File: config.mk
export PLATFORM = sky130hd
export DESIGN_NAME = lif_synapse_integrator
export DESIGN_NICKNAME = d
export VERILOG_FILES = /design/src/rtl/snn_pkg.sv /design/src/rtl/lif_synapse_integrator_potential.sv /design/src/rtl/lif_synapse_integrator.sv
export SDC_FILE = /design/constraint.sdc
export NUM_CORES = 1
export LEC_CHECK = 0
export ABC_AREA = 1
export BUFFER_PORTS_ARGS = -buffer_cell sky130_fd_sc_hd__buf_2
export CORE_MARGIN = 1
export CORE_UTILIZATION = 50
export CTS_BUF_LIST = sky130_fd_sc_hd__clkbuf_8 sky130_fd_sc_hd__clkbuf_16
export DETAILED_ROUTE_END_ITERATION = 8
export PLACE_DENSITY = 0.67
export REMOVE_ABC_BUFFERS = 1
export SKIP_CTS_REPAIR_TIMING = 1
export SYNTH_ARGS = -nofsm -noshare
export SYNTH_HDL_FRONTEND = slang
export SYNTH_HIERARCHICAL = 1
export SYNTH_SLANG_ARGS = --single-unit
File: constraint.sdc
create_clock -name clock -period 5.1 [get_ports clock]
set_clock_uncertainty 0.15 [all_clocks]
set_input_delay 0.51 -clock clock [delete_from_list [all_inputs] [get_ports clock]]
set_output_delay 0.51 -clock clock [all_outputs]
set_load 0.05 [all_outputs]
File: src/rtl/snn_pkg.sv
// Shared widths and FSM state encoding for the LIF synapse integrator.
package snn_pkg;
  localparam int N_SYN     = 16;
  localparam int W_WIDTH   = 4;
  localparam int V_WIDTH   = 10;
  localparam int ACC_WIDTH = 8;
  localparam int IDX_WIDTH = 4;
  localparam int REF_WIDTH = 8;

  typedef enum logic [2:0] {
    IDLE,
    SCAN,
    DRAIN,
    UPDATE,
    REFRACT
  } state_t;
endpackage

File: src/rtl/lif_synapse_integrator_potential.sv
// Combinational membrane update: saturating add, floored leak, threshold compare.
module lif_potential_update
  import snn_pkg::*;
#(
  parameter int THRESHOLD = 64,
  parameter int LEAK      = 2
) (
  input  logic [V_WIDTH-1:0]   v_mem,
  input  logic [ACC_WIDTH-1:0] acc,
  output logic [V_WIDTH-1:0]   v_next,
  output logic                 fire
);
  localparam logic [V_WIDTH-1:0] LEAK_V   = V_WIDTH'(LEAK);
  localparam logic [V_WIDTH-1:0] THRESH_V = V_WIDTH'(THRESHOLD);

  logic [V_WIDTH:0]   sum;
  logic [V_WIDTH-1:0] sat;

  always_comb begin
    sum = {1'b0, v_mem} + (V_WIDTH + 1)'(acc);
    // carry out means the sum passed the top of the potential range
    sat    = sum[V_WIDTH] ? '1 : sum[V_WIDTH-1:0];
    v_next = (sat >= LEAK_V) ? (sat - LEAK_V) : '0;
    fire   = (v_next >= THRESH_V);
  end
endmodule

File: src/rtl/lif_synapse_integrator.sv
// Leaky integrate-and-fire neuron: scans 16 synapses per timestep, integrates
// weights of active inputs, applies leak/threshold and enforces refractory steps.
module lif_synapse_integrator
  import snn_pkg::*;
#(
  parameter int THRESHOLD     = 64,
  parameter int LEAK          = 2,
  parameter int REFRACT_STEPS = 2
) (
  input  logic                 clock,
  input  logic                 reset_n,
  input  logic                 step_start,
  input  logic [N_SYN-1:0]     pre_spikes,
  output logic [IDX_WIDTH-1:0] weight_addr,
  output logic                 weight_rd,
  input  logic [W_WIDTH-1:0]   weight_data,
  output logic                 busy,
  output logic                 step_done,
  output logic                 post_spike,
  output logic [V_WIDTH-1:0]   v_mem,
  output logic                 refractory
);
  state_t               state, state_nx;
  logic [N_SYN-1:0]     spikes;
  logic [IDX_WIDTH-1:0] idx;
  logic [ACC_WIDTH-1:0] acc;
  logic                 rd_d;
  logic [REF_WIDTH-1:0] refr_cnt;
  logic [V_WIDTH-1:0]   v_next;
  logic                 fire;

  lif_potential_update #(
    .THRESHOLD (THRESHOLD),
    .LEAK      (LEAK)
  ) u_update (
    .v_mem  (v_mem),
    .acc    (acc),
    .v_next (v_next),
    .fire   (fire)
  );

  assign refractory = (refr_cnt != '0);

  always_ff @(posedge clock) begin
    if (!reset_n) begin
      state    <= IDLE;
      spikes   <= '0;
      idx      <= '0;
      acc      <= '0;
      rd_d     <= 1'b0;
      refr_cnt <= '0;
      v_mem    <= '0;
    end else begin
      state <= state_nx;
      // weight_data answers the read issued one cycle earlier
      rd_d  <= weight_rd;
      case (state)
        IDLE: begin
          if (step_start) begin
            spikes <= pre_spikes;
            acc    <= '0;
            idx    <= '0;
          end
        end
        SCAN: begin
          idx <= idx + 1'b1;
          if (rd_d) acc <= acc + ACC_WIDTH'(weight_data);
        end
        DRAIN: begin
          if (rd_d) acc <= acc + ACC_WIDTH'(weight_data);
        end
        UPDATE: begin
          if (fire) begin
            v_mem    <= '0;
            refr_cnt <= REF_WIDTH'(REFRACT_STEPS);
          end else begin
            v_mem <= v_next;
          end
        end
        REFRACT: refr_cnt <= refr_cnt - 1'b1;
        default: ;
      endcase
    end
  end

  always_comb begin
    state_nx    = state;
    weight_addr = '0;
    weight_rd   = 1'b0;
    busy        = 1'b1;
    step_done   = 1'b0;
    post_spike  = 1'b0;
    case (state)
      IDLE: begin
        busy = 1'b0;
        if (step_start) state_nx = (refr_cnt != '0) ? REFRACT : SCAN;
      end
      SCAN: begin
        weight_addr = idx;
        weight_rd   = spikes[idx];
        if (idx == IDX_WIDTH'(N_SYN - 1)) state_nx = DRAIN;
      end
      DRAIN: state_nx = UPDATE;
      UPDATE: begin
        step_done  = 1'b1;
        post_spike = fire;
        state_nx   = IDLE;
      end
      REFRACT: begin
        step_done = 1'b1;
        state_nx  = IDLE;
      end
      default: begin
        busy     = 1'b0;
        state_nx = IDLE;
      end
    endcase
  end
endmodule
==> metrics <==
P_leak 1.847 nW; commonest non-fill, non-tap cell in the layout nand2_1; critical path, cell by cell ha_1, fa_1, nand3_2, nand3_4, nor2_2, ha_1, inv_1, nor2_1, nand2_2, nor2_2, nand2_1, nand2_1, nand3_1, nand2_1, inv_1, nand2_1, nand2_1, inv_1, buf_2; Yosys cell types 42; die area 0.007205 mm²; largest cells by area after synthesis dfxtp_1 (29%), nand2_1 (13%), inv_1 (8.4%); status finished, violations left; final setup fails 0; FILL cells 646; Net Sw Frac 0.5019; detailed-router iteration count before antenna repair 7; H-tree depth 2; max_slew headroom 0.4189; # nets final 590; CTS tree yes; total congestion overflow 0; Worst Tran Pin Value 0.8664 ns; WP buf/inv 4; max cap viols 0; Clock Path Buffers 2; Die Y 84.88 µm; Synth Cell Area 0.003435 mm²; Worst setup SP type flop; combinational power share 0.551; Max Slew Vio Count 0; num rows 29; Pwr Total 1.739 mW; vias per inst 5.222; max incr delay on CP 0.44 ns; Final Cycle Share 0.8018; DRC 1; Starting Density 0.5288; Crit. End Element output pin; Top Family by Delay on Critical Path simple AND/OR/NAND/NOR gates; Area Growth Syn to Fin 8.925%; crit-path most repeated cell nand2_1; unrepaired setup endpoints after global routing no; initial antenna violation count 0; Setup CP Type reg2out; total CTS buffers 5; hpwl dp 6007 µm; drt wl/cell 12.53 µm; number of buffers added on ports 41; antenna-violating nets left 0; Core Region 0.006495 mm²; post-route setup TNS 0 ns; Reg clk slew, reported paths 0.09 ns; initial drt markers 139; Hold Fails Final Rpt 0; P per Cell Area 464.9 mW/mm²; gpl congestion 0.8862; Die Width 84.88 µm; worst skew pair latency 0.31 ns; CP required 4.44 ns; worst hold margin 0.3076 ns; Hold Crit Class reg2reg; Int Pwr 0.8664 mW; EDFF count, synth 0; most frequent cells in the layout nand2_1 (115), inv_1 (77), nand3_1 (54); Clock Root Buffer clkbuf_8; Yosys Warn Count 6; I/O pin total 42; Reg power frac 0.313; vias in the first global route 2978; largest net degree at the start of global routing 34; Worst EP arrival 3.43 ns; crit path time final 4.089 ns; CP Max Fanout 12; Syn Area/Cell 6.656 µm²; vias 3274; failing checks design-rule violations; total wire length 7856 µm; biggest area consumer among synthesized cells dfxtp_1; Total Routing Usage GR 0.2297; share of layout cells above drive strength 1 0.1691; Switch Pwr 0.8729 mW; Max stage delay cell, worst path fa_1; antenna fix cells 0; sequential fraction of the synthesis area 0.2914; Yosys top cell area share 0.2914; Async S/R FF share, synth 0; FF+latch count, synth 50; Clk network pwr share 0.136; Top FF cell, synth dfxtp_1; first-pass GRT wire length 13410 µm; FMAX 0.2445 GHz; Worst IR Drop VDD 526.3 µV; # clock sinks 50; Syn Inst Count 516
## registers in the layout, indices dropped and copies added, names as in the netlist
signal / cells
acc: 8
idx: 4
rd_d: 1
refr_cnt: 8
spikes: 16
state: 3
v_mem: 10
## synth_stat cells (5+ instances only)
cell type  instances
a21oi_1           49
inv_2              5
ha_1              16
nand2_2            8
o21ai_0           20
dfxtp_1           50
nand4_1            5
nor2_2             7
o21ai_1            5
nand2_1          115
nor3_1             5
clkbuf_1           9
nand3_1           54
nor2_1            36
nand3_2            5
inv_1             77
## routing by layer
layer  part of all wire  routed length, µm  vias up  global-route usage
li1                   -                  -     1732                   -
met3              0.043                341       11             0.04183
met1               0.50               3943     1470              0.3250
met4              0.012                 97        0             0.05701
met2               0.44               3474       61              0.3636
met5                  0                  0        -                   0
## cell type report
class	instances	area (µm²)	share of cell area
Clock inverter	3	21.27	0.005686
Sequential cell	50	1001	0.2676
Inverter	85	321.6	0.08595
Clock buffer	5	68.82	0.01839
Tap cell	77	96.34	0.02575
Multi-Input combinational cell	366	2027	0.5418
Timing Repair Buffer	41	205.2	0.05485
## cell families after synthesis
logic type | synth area share
fa+ha+maj | 0.06995
simple gates | 0.3669
flops | 0.2914
compound gates | 0.1410
buf+inv | 0.1184
xor+xnor | 0.01239
## metrics by stage
step / std cells / util / instance area, µm² / setup slack, ns
floorplan: 501 / - / 3349 / 1.370
global placement: 619 / 0.5621 / 3651 / 1.479
detailed placement: 619 / 0.5621 / 3651 / 1.361
CTS: 627 / 0.5760 / 3741 / 1.019
global route: 627 / 0.5760 / 3741 / 0.7941
finish: 627 / 0.5760 / 3741 / 1.011
## worst paths after layout
kind	slack, ns	depth (start not counted)	from	endpoint
min reg2reg	0.31	2	spikes[2]	spikes[2]
min	0.31	2	spikes[2]	spikes[2]
max reg2reg	1.67	19	v_mem[0]	v_mem[5]
max	1.01	19	v_mem[0]	post_spike
## power groups by stage
stage          registers, mW  logic (mW)  clock network (mW)
2_1_floorplan          0.541       0.761                   0
3_3_place_gp           0.550       0.937                   0
3_5_place_dp           0.555       0.949                   0
4_1_cts                0.546       0.955               0.249
5_1_grt                0.558        1.08               0.261
6_report               0.545       0.958               0.236
## tightest hold or removal path, cell delays in order (launching register included)
cell and delay (ns):
dfxtp_1 0.31, inv_1 0.06, a21oi_1 0.05
Power figures use the tool's default switching activity.
